## config.mk

```make
export PLATFORM = sky130hd
export DESIGN_NAME = reservoir_step_scheduler_flat
export DESIGN_NICKNAME = d
export VERILOG_FILES = /design/src/rtl/reservoir_step_scheduler_if.sv /design/src/rtl/reservoir_step_scheduler.sv /design/src/flat_wrapper.sv
export SDC_FILE = /design/constraint.sdc
export NUM_CORES = 1
export LEC_CHECK = 0
export CAP_MARGIN = 5
export CORE_UTILIZATION = 30
export DETAILED_ROUTE_END_ITERATION = 12
export DONT_BUFFER_PORTS = 1
export PLACE_DENSITY = 0.41
export SLEW_MARGIN = 25
export SYNTH_ARGS = -nofsm -noshare
export SYNTH_HDL_FRONTEND = slang
export SYNTH_SLANG_ARGS = --single-unit
```

## constraint.sdc

```tcl
create_clock -name iClk -period 2.5 [get_ports iClk]
set_clock_uncertainty 0.05 [all_clocks]
set_input_delay 0.5 -clock iClk [delete_from_list [all_inputs] [get_ports iClk]]
set_output_delay 0.5 -clock iClk [all_outputs]
set_load 0.05 [all_outputs]
```

## src/rtl/reservoir_step_scheduler_if.sv

```systemverilog
// Handshake and cell-drive bundle between a step source and the reservoir
// step scheduler. The master side supplies input vectors and the hold
// request; the slave side (the scheduler) drives the per-cell enables and
// status.
interface reservoir_step_scheduler_if #(
    parameter int NUM_CELLS = 16,
    parameter int IDX_W     = 4,
    parameter int STEP_W    = 8
);
    logic                 iValid;
    logic                 oReady;
    logic [NUM_CELLS-1:0] iU;
    logic                 iHold;
    logic [NUM_CELLS-1:0] oCellEn;
    logic                 oBitU;
    logic [IDX_W-1:0]     oCellIdx;
    logic                 oBusy;
    logic                 oStepDone;
    logic [STEP_W-1:0]    oStepCnt;
    logic                 oWashout;

    modport master (
        output iValid, iU, iHold,
        input  oReady, oCellEn, oBitU, oCellIdx, oBusy, oStepDone, oStepCnt, oWashout
    );

    modport slave (
        input  iValid, iU, iHold,
        output oReady, oCellEn, oBitU, oCellIdx, oBusy, oStepDone, oStepCnt, oWashout
    );
endinterface

```

## src/rtl/reservoir_step_scheduler.sv

```systemverilog
// Reservoir step scheduler: latches one input sign vector, then enables the
// reservoir cells one at a time in ascending order, presenting each cell's
// +1/-1 bit on the shared bit line. After an optional settle gap it pulses
// step-done, counts completed steps and tracks the washout phase.
//
// state    | meaning
// ---------+-----------------------------------------------------------
// S_IDLE   | ready for a new input vector
// S_UPDATE | walking cells 0..NUM_CELLS-1, one enable per unstalled cycle
// S_SETTLE | waiting SETTLE_CYC cycles for the cell counters to settle
// S_DONE   | one-cycle step-done pulse, step and washout counters advance
module reservoir_step_scheduler #(
    parameter int NUM_CELLS  = 16,
    parameter int IDX_W      = 4,
    parameter int SETTLE_CYC = 2,
    parameter int STEP_W     = 8,
    parameter int WASHOUT    = 4
) (
    input  logic                        iClk,
    input  logic                        iRst_n,
    reservoir_step_scheduler_if.slave   bus
);

    localparam int SET_W  = (SETTLE_CYC > 1) ? $clog2(SETTLE_CYC) : 1;
    localparam int WASH_W = (WASHOUT > 0) ? $clog2(WASHOUT + 1) : 1;

    localparam logic [IDX_W-1:0]  LAST_IDX = IDX_W'(NUM_CELLS - 1);
    localparam logic [SET_W-1:0]  SET_LOAD = (SETTLE_CYC > 0) ? SET_W'(SETTLE_CYC - 1) : '0;
    localparam logic [WASH_W-1:0] WASH_MAX = WASH_W'(WASHOUT);

    typedef enum logic [1:0] {
        S_IDLE   = 2'd0,
        S_UPDATE = 2'd1,
        S_SETTLE = 2'd2,
        S_DONE   = 2'd3
    } state_t;

    state_t               state_q;
    logic [NUM_CELLS-1:0] u_q;
    logic [IDX_W-1:0]     idx_q;
    logic [SET_W-1:0]     settle_q;
    logic [STEP_W-1:0]    step_q;
    logic [WASH_W-1:0]    wash_q;

    logic [NUM_CELLS-1:0] cell_en_d;
    logic                 bit_u_d;

    // Step sequencer: vector capture, cell walk, settle down-counter, step bookkeeping.
    always_ff @(posedge iClk or negedge iRst_n) begin
        if (!iRst_n) begin
            state_q  <= S_IDLE;
            u_q      <= '0;
            idx_q    <= '0;
            settle_q <= '0;
            step_q   <= '0;
            wash_q   <= '0;
        end else begin
            case (state_q)
                S_IDLE: begin
                    if (bus.iValid) begin
                        u_q     <= bus.iU;
                        idx_q   <= '0;
                        state_q <= S_UPDATE;
                    end
                end
                S_UPDATE: begin
                    if (!bus.iHold) begin
                        if (idx_q == LAST_IDX) begin
                            idx_q <= '0;
                            if (SETTLE_CYC > 0) begin
                                settle_q <= SET_LOAD;
                                state_q  <= S_SETTLE;
                            end else begin
                                state_q  <= S_DONE;
                            end
                        end else begin
                            idx_q <= idx_q + IDX_W'(1);
                        end
                    end
                end
                S_SETTLE: begin
                    // Hold requests only stall the cell walk; settling always runs to completion.
                    if (settle_q == '0) begin
                        state_q <= S_DONE;
                    end else begin
                        settle_q <= settle_q - SET_W'(1);
                    end
                end
                S_DONE: begin
                    step_q <= step_q + STEP_W'(1);
                    // Saturates so the washout flag never returns once the step count wraps.
                    if (wash_q != WASH_MAX) begin
                        wash_q <= wash_q + WASH_W'(1);
                    end
                    state_q <= S_IDLE;
                end
                default: begin
                    state_q <= S_IDLE;
                end
            endcase
        end
    end

    // Cell drive: one-hot enable and the addressed cell's sign bit, gated off by hold.
    always_comb begin
        cell_en_d = '0;
        bit_u_d   = 1'b0;
        if (state_q == S_UPDATE) begin
            bit_u_d = u_q[idx_q];
            if (!bus.iHold) begin
                cell_en_d = NUM_CELLS'(1) << idx_q;
            end
        end
    end

    assign bus.oCellEn   = cell_en_d;
    assign bus.oBitU     = bit_u_d;
    assign bus.oReady    = (state_q == S_IDLE);
    assign bus.oBusy     = (state_q != S_IDLE);
    assign bus.oStepDone = (state_q == S_DONE);
    assign bus.oCellIdx  = idx_q;
    assign bus.oStepCnt  = step_q;
    assign bus.oWashout  = (wash_q != WASH_MAX);

endmodule

```

## src/flat_wrapper.sv

```systemverilog
// flat-port wrapper written by rule: the top's interface ports become plain ports
module reservoir_step_scheduler_flat 
#(
    parameter int NUM_CELLS  = 16,
    parameter int IDX_W      = 4,
    parameter int SETTLE_CYC = 2,
    parameter int STEP_W     = 8,
    parameter int WASHOUT    = 4
)
  (iClk, iRst_n, bus_iValid, bus_iU, bus_iHold, bus_oReady, bus_oCellEn, bus_oBitU, bus_oCellIdx, bus_oBusy, bus_oStepDone, bus_oStepCnt, bus_oWashout);
  reservoir_step_scheduler_if #(.NUM_CELLS(NUM_CELLS), .IDX_W(IDX_W), .STEP_W(STEP_W)) bus_i ();
  input  logic iClk;
  input  logic iRst_n;
  input wire logic [$bits(bus_i.iValid)-1:0] bus_iValid;
  input wire logic [$bits(bus_i.iU)-1:0] bus_iU;
  input wire logic [$bits(bus_i.iHold)-1:0] bus_iHold;
  output wire logic [$bits(bus_i.oReady)-1:0] bus_oReady;
  output wire logic [$bits(bus_i.oCellEn)-1:0] bus_oCellEn;
  output wire logic [$bits(bus_i.oBitU)-1:0] bus_oBitU;
  output wire logic [$bits(bus_i.oCellIdx)-1:0] bus_oCellIdx;
  output wire logic [$bits(bus_i.oBusy)-1:0] bus_oBusy;
  output wire logic [$bits(bus_i.oStepDone)-1:0] bus_oStepDone;
  output wire logic [$bits(bus_i.oStepCnt)-1:0] bus_oStepCnt;
  output wire logic [$bits(bus_i.oWashout)-1:0] bus_oWashout;
  assign bus_i.iValid = bus_iValid;
  assign bus_i.iU = bus_iU;
  assign bus_i.iHold = bus_iHold;
  assign bus_oReady = bus_i.oReady;
  assign bus_oCellEn = bus_i.oCellEn;
  assign bus_oBitU = bus_i.oBitU;
  assign bus_oCellIdx = bus_i.oCellIdx;
  assign bus_oBusy = bus_i.oBusy;
  assign bus_oStepDone = bus_i.oStepDone;
  assign bus_oStepCnt = bus_i.oStepCnt;
  assign bus_oWashout = bus_i.oWashout;
  reservoir_step_scheduler #(.NUM_CELLS(NUM_CELLS), .IDX_W(IDX_W), .SETTLE_CYC(SETTLE_CYC), .STEP_W(STEP_W), .WASHOUT(WASHOUT)) u_core (.iClk(iClk), .iRst_n(iRst_n), .bus(bus_i));
endmodule
```

==> impl_metrics.yaml <==
final_layout:
  layout-drive-gt1-share: 0.3077
  final_cells: 270
  diodes: 0
  area_growth_pct: 28.82
  fin_nets: 227
route:
  drtIter0Drc: 44
  wl_per_cell_microns: 15.50
  ant_nets: 0
  drcViolationCount: 0
  vias_per_cell: 4.941
  drt_wl_total_mm: 4.184
  first_pass_iters: 4
  vias: 1334
sta:
  max_freq_ghz: 0.4035
  fin_crit_sh: 0.9914
  slew_headroom: 0.5508
  finalCriticalPeriod_ps: 2478
  worst_pin_slew_ps: 672.2
  rsz0062_at_grt: "true"
  setup_violations: 0
  final_hold_viol_count: 0
  slew_violations: 0
synth:
  synthAdderAreaFrac: 0.08838
  synth_compound_area_frac: 0.06798
  synth_mux_area_frac: 0.1564
  yosys.area_share.simple: 0.1516
  synth_edf_count: 0
  synth.distinct_cells: 32
  ys_warn_count: 0
  yosysTopAreaCell: "dfrtp_1"
  yosysSeqAreaShare: 0.4623
  yosys.area_share.xor_xnor: 0.03807
  syn-num-nets: 195
  synth_top_family_by_area: "multiplexers"
  synth_cells: 162
  yosysTopAreaCellShare: 0.4623
  synth_seq_cells: 34
  synth-main-ff-cell: "dfrtp_1"
  async_flop_share: 1.000
  syn_area_sq_um: 1841
  synth.area.top_cells: "dfrtp_1 (46%), mux2_2 (11%), ha_1 (8.8%), and2_1 (4.8%), xnor2_1 (2.9%)"
  synth_area_per_cell_sq_um: 11.36
floorplan:
  initial_core_util: 0.3109
  die_h_microns: 80.33
  io_pins: 53
  die_x_microns: 80.33
  die-area_sq_um: 6452
  core-area_sq_um: 5921
  rows: 28
setup_path:
  critPathArrivalTime_ps: 1930
  crit_fanout: 4
  critPathRequiredTime_ps: 1950
  crit_path_end_kind: "primary output"
  start_kind: "flip-flop"
  path_class: "flip-flop to primary output"
placement:
  numPlacedInstances: 258
  hpwl_mm: 3.241
  port_buffers: 0
  place_congestion: 0.7298
power_and_ir_drop:
  power_frac_comb: 0.495
  p_sw_mw: 1.340
  power.density_nw_per_um2: 1265
  vdd_drop_max_mv: 0.5777
  pwr-share-seq: 0.364
  p_int_mw: 1.661
  clkPwrFrac: 0.141
  p_leak_nw: 1.078
  total_power_mw: 3.000
  netSwitchingFraction: 0.4465
min_path:
  hp-class: "input port to flip-flop"
cts:
  ctsLongestPathBuffers: 2
  cts.sinks: 34
  root_buffer: "clkbuf_8"
  path_clk_slew_ps: 70
  insertion_delay_ps: 290
  cts_made_buffers: 5
  cts_tree: "yes"
  h-tree-depth: 2
global_route:
  grt.overflow.total: 0
  grt_pass1_wl_mm: 6.741
  grt_pass1_vias: 1370
  grt_max_degree: 35
  grt_antenna_before_repair: 0
  track_usage: 0.1406
flow_run:
  cap_violations: 0
status:
  run_status: "finished clean"
## worst paths after layout
check | slack (ps) | start | cells past startpoint | to
max | 20 | u_core.bus.oCellIdx[0] | 5 | bus_oBitU
min | 300 | bus_iU[8] | 1 | u_core.u_q[8]
max reg2reg | 640 | u_core.state_q[0] | 4 | u_core.u_q[11]
min reg2reg | 460 | u_core.u_q[4] | 1 | u_core.u_q[4]
max in group asynchronous | 1590 | iRst_n | 2 | u_core.bus.oCellIdx[0]
min in group asynchronous | 620 | iRst_n | 2 | u_core.settle_q
## critical path, cell delays in order, from the launching register on
cell and delay, ps:
dfrtp_2 420, mux4_2 510, a2bb2oi_1 150, a32o_1 250, and2_4 160, buf_12 140
## what timing repair did
action / CTS / global route
hold endpoints to repair: 34 / 0
hold buffers: 2 / 0
buffers inserted: 1 / 1
resized for setup: 2 / 2
endpoints found under the setup margin: 5 / 5
## final cells by class
cell class / count / area (sq um)
clock buffers: 7 / 86.33
well taps: 75 / 93.84
repair buffers: 30 / 356.6
inverters: 10 / 37.54
flip-flops and latches: 34 / 852.1
fillers: 589 / 3550
clock inverters: 1 / 5.005
multi-input cells: 113 / 939.7
## Yosys cell counts, types with 4 or more instances
master / n
nand3_1: 7
and2_1: 14
dfrtp_1: 34
mux2i_1: 4
nand2_1: 10
xnor2_1: 6
a31oi_1: 4
o21ai_0: 4
ha_1: 13
and3_1: 5
inv_1: 10
mux2_2: 18
## flip-flops by register name, indices dropped and copies added, names as in the netlist
register,flops
u_core.settle_q,1
u_core.u_q,16
u_core.bus.oStepCnt,8
u_core.wash_q,3
u_core.state_q,2
u_core.bus.oCellIdx,4
## per-layer routing
metal,part of all wire,track usage,wire [microns],vias up
li1,-,-,-,633
met1,0.40,0.1592,1687,646
met2,0.51,0.2376,2113,47
met3,0.071,0.04091,299,8
met4,0.020,0.07500,85,0
met5,0,0,0,-
## metrics by stage
step | hold WS (ps) | setup slack (ps) | setup TNS [ps] | instance area (sq um) | utilization
after floorplan | 154.4 | 54.80 | 0 | 1842 | -
after global placement | 155.6 | 314.0 | 0 | 2216 | 0.3743
after detailed placement | 156.8 | 263.2 | 0 | 2216 | 0.3743
after CTS | 296.6 | -12.22 | -12.22 | 2354 | 0.3975
after global routing | 293.4 | -29.65 | -37.17 | 2371 | 0.4005
final | 304.8 | 21.59 | 0 | 2371 | 0.4005
## power by group through the flow
stage	Clock, mW	Sequential, mW	Combinational, mW
4_1_cts	0.437	1.10	1.49
3_3_place_gp	0	1.11	1.38
5_1_grt	0.460	1.13	1.64
3_5_place_dp	0	1.11	1.44
6_report	0.424	1.09	1.48
2_1_floorplan	0	1.15	1.01
## cell families (layout without fill, tap and decap cells)
kind of cell    after synthesis  in the layout
mux                          24             24
buf+inv                      15             48
simple gates                 50             50
xor+xnor                      8              8
compound gates               18             18
fa+ha+maj                    13             13
flops                        34             34
## cells in the final DEF (no fill, tap or decap), drive strengths merged
| cell | count |
|---|---|
| a21oi | 2 |
| a221o | 1 |
| a22oi | 1 |
| a2bb2oi | 2 |
| a31oi | 4 |
| a32o | 2 |
| a32oi | 1 |
| and2 | 14 |
| and3 | 5 |
| and3b | 1 |
| and4 | 1 |
| buf | 29 |
| clkbuf | 7 |
| clkinv | 1 |
| dfrtp | 34 |
| dlygate4sd3 | 1 |
| ha | 13 |
| inv | 10 |
| mux2 | 18 |
| mux2i | 4 |
| mux4 | 2 |
| nand2 | 10 |
| nand2b | 1 |
| nand3 | 7 |
| nand4 | 2 |
| nor2 | 3 |
| nor2b | 3 |
| nor4 | 2 |
| nor4b | 1 |
| o21ai | 4 |
| o22ai | 1 |
| xnor2 | 6 |
| xor2 | 2 |
No activity file was read; power rests on OpenSTA's default activity.
